===== src/rtl/raster_pkg.sv =====
// Shared encodings and screen defaults for the raster walker.
// Mode values, FSM state type and the default visible screen size.
package raster_pkg;

    localparam logic [1:0] MODE_FULL   = 2'b00;
    localparam logic [1:0] MODE_SPR    = 2'b01;
    localparam logic [1:0] MODE_MIRROR = 2'b10;

    localparam int SCREEN_W_DEF = 160;
    localparam int SCREEN_H_DEF = 120;

    typedef enum logic [1:0] {
        S_IDLE = 2'd0,
        S_RUN  = 2'd1,
        S_DONE = 2'd2
    } state_e;

endpackage


===== src/rtl/raster_counter.sv =====
// Column/row counters for the raster walk plus the row-base address accumulator.
// Exposes next-cycle values so the top can register its pixel outputs from them.
module raster_counter #(
    parameter int X_W    = 8,
    parameter int Y_W    = 7,
    parameter int ADDR_W = 15
) (
    input  logic              clk,
    input  logic              reset,
    input  logic              clear,
    input  logic              step,
    input  logic [X_W-1:0]    w,
    input  logic [Y_W-1:0]    h,
    output logic [X_W-1:0]    c_d,
    output logic [Y_W-1:0]    r_d,
    output logic [ADDR_W-1:0] row_base_d,
    output logic              last
);

    logic [X_W-1:0]    c_q;
    logic [Y_W-1:0]    r_q;
    logic [ADDR_W-1:0] row_base_q;
    logic              row_end;

    assign row_end = (c_q == w - X_W'(1));
    assign last    = row_end && (r_q == h - Y_W'(1));

    always_comb begin
        c_d        = c_q;
        r_d        = r_q;
        row_base_d = row_base_q;
        if (clear) begin
            c_d        = '0;
            r_d        = '0;
            row_base_d = '0;
        end else if (step) begin
            if (row_end) begin
                c_d        = '0;
                r_d        = r_q + Y_W'(1);
                row_base_d = row_base_q + ADDR_W'(w);
            end else begin
                c_d = c_q + X_W'(1);
            end
        end
    end

    always_ff @(posedge clk) begin
        if (reset) begin
            c_q        <= '0;
            r_q        <= '0;
            row_base_q <= '0;
        end else begin
            c_q        <= c_d;
            r_q        <= r_d;
            row_base_q <= row_base_d;
        end
    end

endmodule


===== src/rtl/sprite_raster_walker.sv =====
// Walks a full-screen or sprite rectangle in raster order, emitting clipped pixel
// coordinates and ROM addresses with a pix_valid/ready handshake toward the VGA path.
module sprite_raster_walker
    import raster_pkg::*;
#(
    parameter int X_W      = 8,
    parameter int Y_W      = 7,
    parameter int SCREEN_W = SCREEN_W_DEF,
    parameter int SCREEN_H = SCREEN_H_DEF,
    parameter int ADDR_W   = 15
) (
    input  logic              clk,
    input  logic              reset,
    input  logic              start,
    input  logic [1:0]        mode,
    input  logic [X_W-1:0]    x_origin,
    input  logic [Y_W-1:0]    y_origin,
    input  logic [X_W-1:0]    spr_w,
    input  logic [Y_W-1:0]    spr_h,
    input  logic              ready,
    output logic [X_W-1:0]    x,
    output logic [Y_W-1:0]    y,
    output logic [ADDR_W-1:0] rom_addr,
    output logic              pix_valid,
    output logic              busy,
    output logic              done
);

    state_e            state_q, state_d;
    logic [X_W-1:0]    xo_q, xo_d, w_q, w_d;
    logic [Y_W-1:0]    yo_q, yo_d, h_q, h_d;
    logic              mirror_q, mirror_d;
    logic [X_W-1:0]    x_q, x_d;
    logic [Y_W-1:0]    y_q, y_d;
    logic [ADDR_W-1:0] addr_q, addr_d;
    logic              pix_valid_q, pix_valid_d;
    logic              busy_q, busy_d, done_q, done_d;

    logic              start_ok, adv, last;
    logic [X_W-1:0]    c_d, col_off;
    logic [Y_W-1:0]    r_d;
    logic [ADDR_W-1:0] row_base_d;
    logic [X_W:0]      x_wide;
    logic [Y_W:0]      y_wide;

    assign start_ok = start && (state_q == S_IDLE);
    // Off-screen pixels never wait for ready; on-screen ones wait for acceptance.
    assign adv      = (state_q == S_RUN) && (!pix_valid_q || ready);

    raster_counter #(.X_W(X_W), .Y_W(Y_W), .ADDR_W(ADDR_W)) u_counter (
        .clk        (clk),
        .reset      (reset),
        .clear      (start_ok),
        .step       (adv && !last),
        .w          (w_q),
        .h          (h_q),
        .c_d        (c_d),
        .r_d        (r_d),
        .row_base_d (row_base_d),
        .last       (last)
    );

    always_comb begin
        xo_d     = xo_q;
        yo_d     = yo_q;
        w_d      = w_q;
        h_d      = h_q;
        mirror_d = mirror_q;
        if (start_ok) begin
            case (mode)
                MODE_FULL: begin
                    xo_d     = '0;
                    yo_d     = '0;
                    w_d      = X_W'(SCREEN_W);
                    h_d      = Y_W'(SCREEN_H);
                    mirror_d = 1'b0;
                end
                MODE_MIRROR: begin
                    xo_d     = x_origin;
                    yo_d     = y_origin;
                    w_d      = spr_w;
                    h_d      = spr_h;
                    mirror_d = 1'b1;
                end
                default: begin
                    xo_d     = x_origin;
                    yo_d     = y_origin;
                    w_d      = spr_w;
                    h_d      = spr_h;
                    mirror_d = 1'b0;
                end
            endcase
        end

        state_d = state_q;
        case (state_q)
            S_IDLE: if (start_ok) state_d = (w_d == '0 || h_d == '0) ? S_DONE : S_RUN;
            S_RUN:  if (adv && last) state_d = S_DONE;
            default: state_d = S_IDLE;
        endcase

        // Outputs are registered from the pixel the counter moves to this edge.
        x_wide      = {1'b0, xo_d} + (X_W+1)'(c_d);
        y_wide      = {1'b0, yo_d} + (Y_W+1)'(r_d);
        col_off     = mirror_d ? (w_d - X_W'(1) - c_d) : c_d;
        x_d         = x_wide[X_W-1:0];
        y_d         = y_wide[Y_W-1:0];
        addr_d      = row_base_d + ADDR_W'(col_off);
        pix_valid_d = (state_d == S_RUN) && (x_wide < (X_W+1)'(SCREEN_W))
                      && (y_wide < (Y_W+1)'(SCREEN_H));
        busy_d      = (state_d == S_RUN);
        done_d      = (state_d == S_DONE);
    end

    always_ff @(posedge clk) begin
        if (reset) begin
            state_q     <= S_IDLE;
            xo_q        <= '0;
            yo_q        <= '0;
            w_q         <= '0;
            h_q         <= '0;
            mirror_q    <= 1'b0;
            x_q         <= '0;
            y_q         <= '0;
            addr_q      <= '0;
            pix_valid_q <= 1'b0;
            busy_q      <= 1'b0;
            done_q      <= 1'b0;
        end else begin
            state_q     <= state_d;
            xo_q        <= xo_d;
            yo_q        <= yo_d;
            w_q         <= w_d;
            h_q         <= h_d;
            mirror_q    <= mirror_d;
            x_q         <= x_d;
            y_q         <= y_d;
            addr_q      <= addr_d;
            pix_valid_q <= pix_valid_d;
            busy_q      <= busy_d;
            done_q      <= done_d;
        end
    end

    assign x         = x_q;
    assign y         = y_q;
    assign rom_addr  = addr_q;
    assign pix_valid = pix_valid_q;
    assign busy      = busy_q;
    assign done      = done_q;

endmodule


===== config.mk =====
export PLATFORM = sky130hd
export DESIGN_NAME = sprite_raster_walker
export DESIGN_NICKNAME = d
export VERILOG_FILES = /design/src/rtl/raster_pkg.sv /design/src/rtl/raster_counter.sv /design/src/rtl/sprite_raster_walker.sv
export SDC_FILE = /design/constraint.sdc
export NUM_CORES = 1
export LEC_CHECK = 0
export CORE_MARGIN = 3
export CORE_UTILIZATION = 35
export DETAILED_ROUTE_END_ITERATION = 10
export HOLD_SLACK_MARGIN = 0.15
export PLACE_DENSITY_LB_ADDON = 0.2
export RECOVER_POWER = 25
export SETUP_SLACK_MARGIN = 0.5
export SYNTH_ARGS = -nofsm -noshare
export SYNTH_HDL_FRONTEND = slang
export SYNTH_SLANG_ARGS = --single-unit

===== constraint.sdc =====
create_clock -name clk -period 13.7 [get_ports clk]
set_input_delay 4.11 -clock clk [delete_from_list [all_inputs] [get_ports clk]]
set_output_delay 4.11 -clock clk [all_outputs]
set_load 0.02 [all_outputs]

* After elaboration in Yosys (flattened, before gate mapping)
Cells that the tools add are included.
Widths: inputs -> output; s select.
** Storage, ports and cells
- Logic and storage cells :: 72
- Register bits after elaboration :: 96
- Input bits :: 36
** Cells by class
- Reductions and logical operators :: 15
- Mux-type cells :: 24
- Eq/ne operators :: 6
- $add $sub $neg :: 10
- Magnitude comparators :: 2
** Operators by type and width (count)
- $mux 8 :: 8
- $mux 7 :: 7
- $mux 15 :: 3
- $add 15x8->15 :: 2
- $sub 8x1->8 const B :: 2
- $add 8x8->9 :: 1
- $lt 9x8->1 const B :: 1
- $add 7x7->8 :: 1
- $add 8x1->8 const B :: 1
- $eq 8x8->1 :: 1
- $logic_not 8->1 :: 1
- $lt 8x7->1 const B :: 1
- $sub 8x8->8 :: 1
- $add 7x1->7 const B :: 1
- $eq 7x7->1 :: 1
- $logic_and 1x1->1 :: 7
- $logic_not 7->1 :: 1
- $sub 7x1->7 const B :: 1
- $mux 2 :: 3
- $eq 2x1->1 const B :: 2
- $eq 2x2->1 const B :: 2
- $logic_not 2->1 :: 2
- $pmux 2 s2 :: 1
- $logic_not 1->1 :: 2
- other kinds (2) :: 4

* Longest topological paths before layout
- Word-level depth :: 11
- Depth in mapped cells :: 29
- Gate-level depth less buffers :: 27

* By module
A second synthesis with hierarchy kept.
** Second synthesis, totals
- Cell total of the unflattened synthesis :: 726
- Area, all modules :: 5980.7 um^2
** By module, submodules not included
- sprite_raster_walker :: area each 3574.7 um^2, cells an instance 424, instances 1, sequential area each 1321.3 um^2
- raster_counter :: area each 2406.1 um^2, cells an instance 302, instances 1, sequential area each 600.6 um^2

* Least setup slack after synthesis
OpenSTA, ideal clock, no wires.
- Kind :: input-to-reg
- Start point :: input port ready
- End point :: register addr_q[12] (netlist: rom_addr[12])
- Path buffers :: 2
- Arrival time :: 8.009 ns
- Stages :: 24
- Slack :: 5.571 ns
- Library setup time :: 0.121 ns
- Path through :: nand2b_1 > nand3b_1 > nor4_4 > nand3_4 > buf_6 > buf_2 > nand2_1 > nor2_1 > inv_1 > ha_1 > a21o_1 > a21oi_1 > o21bai_1 > a21oi_1 > o21bai_1 > a21oi_1 > xor2_1 > nor2_1 > xnor2_1 > ha_1 > o21a_1 > nor2_1 > nor4_1 > mux2_2
** Between the ends
- Cells in the longest elaborated chain, start to end :: 8
** Ends and longest elaborated chain
- start, declared :: line sprite_raster_walker.sv:20 : input logic ready,
- $logic_or 1x1->1 * :: line sprite_raster_walker.sv:48 : assign adv = (state_q == S_RUN) && (!pix_valid_q || ready);
- $logic_and 1x1->1 * :: line sprite_raster_walker.sv:48
- $logic_and 1x1->1 * :: line sprite_raster_walker.sv:54 : .step (adv && !last),
- $mux 8 * :: line raster_counter.sv:36 : end else if (step) begin
- $mux 8 * :: line raster_counter.sv:32 : if (clear) begin
- via c_d[1] :: line sprite_raster_walker.sv:40 : logic [X_W-1:0] c_d, col_off;
- $sub 8x8->8 :: line sprite_raster_walker.sv:105 : col_off = mirror_d ? (w_d - X_W'(1) - c_d) : c_d;
- $mux 8 * :: line sprite_raster_walker.sv:105
- $add 15x8->15 * :: line sprite_raster_walker.sv:108 : addr_d = row_base_d + ADDR_W'(col_off);
- end signal, assigned :: line sprite_raster_walker.sv:138 : addr_q <= addr_d;
- end, declared :: line sprite_raster_walker.sv:35 : logic [ADDR_W-1:0] addr_q, addr_d;
The timed path passes the listed nets; every way through them passes the cells marked *.
A chain may end at the register's enable or synchronous reset.

* Worst setup path in the final report
Same ends and word-level chain as after synthesis.

==> results.ini <==
[place]
place_congestion = 0.887
io_buffers = 68
post-dp-hpwl_mm = 11.5

[timing]
setup_viol = 0
min_period_ns = 8.80
drv_slew = 0
hold_violations = 0
relSlewSlack_pct = 33.1
finalCritPeriodShare_pct = 64.2
worst_pin_slew_ns = 0.994
rsz0062_at_grt = no
max_freq_mhz = 114
finalSetupTns_ns = 0
fin_skew_ns = 0.00924

[final_layout]
drive_above_1_share_pct = 5.86
final_util_pct = 43.2
nets = 829
syn_to_final_growth_pct = 19.8
antennaDiodeCount = 0
mostFrequentLayoutCells = dfxtp_1, nor2_1, a21oi_1, nand2_1, ha_1
final_common_cell = dfxtp_1

[route]
vias = 4954
drtIter0Drc = 319
wl_per_cell_microns = 15.8
drc = 0
ant_nets = 0
viasPerCell = 5.12
drt_pre_antenna_iters = 4
routed_wl_mm = 15.3

[clocking]
cts_tree = yes
ctsHtreeMaxLevel = 3
tritoncts.num_buffers = 9
cts_root_buf = clkbuf_16
hold_buffers = 0
clk_latency_ns = 0.35
clk_pin_slew_ns = 0.07
cts_sinks = 96
cts_resized = 0
cts_post_setup_buffers_inserted = 0
clockBufferDepth = 2

[die]
fp.coreArea_sq_um = 16100
die_area_sq_um = 18100
initial_core_util_pct = 36.1
dieWidth_microns = 135
io_pins = 69
chipHeight_microns = 135
rows = 46

[pwr]
p_sw_share_pct = 30.8
p_clk_share_pct = 34.2
vdd_drop_max_mv = 0.0622
powerDensity_nw_per_um2 = 108
p_comb_share_pct = 24.4
pwr-share-seq_pct = 41.4
power_leakage_nw = 3.10
p_switching_mw = 0.231
intPower_mw = 0.518

[logic_synthesis]
synth_area_leader_cell = dfxtp_1
synth_area_leaders = dfxtp_1, ha_1, xnor2_1, nor2_1, a21oi_1
syn-num-nets = 776
yosysTopAreaCellShare_pct = 33.2
avgSynthCellArea_sq_um = 8.36
synth_seq_cells = 96
synth.distinct_cells = 64
syn-cell-area_sq_um = 5790
yosysSeqAreaShare_pct = 33.2
ys_warn_count = 0
syn_inst = 693
yosys_most_used_dff = dfxtp_1
synthArstFlopShare_pct = 0
synth_edf_count = 0

[setup_path]
startpoint_type = input port
worstPathMaxFanout = 30
crit_type = input port to flop
worstPathArrival_ns = 9.04
critPathCaptureType = flop
worstPathRequired_ns = 13.94
rr_worst_depth = 25

[grt]
grt_max_degree = 90
grt_overflow = 0
antenna_found_initial = 0
grtUsageTotal_pct = 17.8
grt_pass1_vias = 5012
grt_pass1_wl_mm = 25.6

[outcome]
status = finished clean

[flow_run]
max_cap_viol_count = 0

[worst_hold_path]
hold_class = flop to flop
holdPathStages = 2

## state kept, by name (all words and copies together), names as in the netlist
| name | count |
|---|---|
| rom_addr | 15 |
| u_counter.row_base_q | 15 |
| u_counter.c_q | 8 |
| w_q | 8 |
| x | 8 |
| xo_q | 8 |
| h_q | 7 |
| u_counter.r_q | 7 |
| y | 7 |
| yo_q | 7 |
| state_q | 2 |
| busy | 1 |
| done | 1 |
| mirror_q | 1 |
| pix_valid | 1 |
## power groups by stage
stage	Sequential, mW	Combinational (mW)	Clock [mW]
after floorplan	0.320	0.122	0
after global placement	0.316	0.182	0
after detailed placement	0.316	0.185	0
after CTS	0.310	0.186	0.265
after global routing	0.312	0.204	0.275
final	0.310	0.183	0.256
## Yosys cell counts, types with 3 or more instances
cell	instances
nor4_4	3
mux2_2	5
o21ai_0	15
a211oi_1	4
xnor2_1	40
nand2b_1	5
nand2_1	42
mux2i_1	7
nor3_1	35
nand4_1	13
and3_1	10
or3_1	6
buf_2	3
clkbuf_1	18
nor2_1	86
nor2b_1	19
o21a_1	4
o211ai_1	3
o21bai_1	11
xor2_1	23
a21o_1	10
dfxtp_1	96
a21boi_0	3
a21oi_1	58
fa_1	5
ha_1	42
nand3_1	26
nor4_1	7
inv_1	41
buf_1	7
## through the flow
step           cell area, sq um  hold slack [ns]  setup slack, ns  power (mW)  std cells
2_1_floorplan              5790            0.440             5.57       0.441        693
3_3_place_gp               6640            0.447             4.71       0.497        951
3_5_place_dp               6640            0.454             4.56       0.501        951
4_1_cts                    6940            0.464             4.93       0.761        967
5_1_grt                    6940            0.480             4.45       0.791        967
6_report                   6940            0.460             4.90       0.749        967
## critical path: stages
cell and delay, ns:
clkdlybuf4s50_1 0.46, nand2b_1 0.11, nand3b_1 0.17, nor4_4 0.32, nand3_4 0.41, nand2_1 0.25
nor2_1 0.14, inv_1 0.15, ha_1 0.25, a21o_1 0.18, a21oi_1 0.21, o21bai_1 0.10
a21oi_1 0.24, o21bai_1 0.09, a21oi_1 0.17, xor2_1 0.16, nor2_1 0.07, xnor2_1 0.18
ha_1 0.36, o21a_1 0.17, nor2_1 0.09, nor4_1 0.29, mux2_2 0.37
## layer usage
layer	part of all wire, %	up-vias	GRT usage, %
met3	4.2	22	4.06
met1	47	2290	23.4
met5	0	-	0
met2	47	138	29.1
li1	-	2504	-
met4	1.6	0	5.83
## layout make-up
cell class                 instances  area (sq um)
clock buffer                      11           243
sequential                        96          1920
multi-input combinational        526          3590
inverter                          41           154
clock inverter                     5          56.3
timing repair buffer              72           706
tap                              216           270
fill                            1553          9110
## final timing paths
check,from,slack [ns],endpoint
worst max-delay path,ready,4.90,rom_addr[12]
worst min-delay path,yo_q[3],0.46,yo_q[3]
worst max register to register,h_q[0],7.38,rom_addr[12]
worst min register to register,yo_q[3],0.46,yo_q[3]
## cell families after synthesis
family / share of synthesized area (%)
simple gates: 25.0
fa+ha+maj: 10.8
xor+xnor: 9.80
flops: 33.2
compound gates: 14.2
buf+inv: 4.92
mux: 2.18
Power figures use the tool's default switching activity.
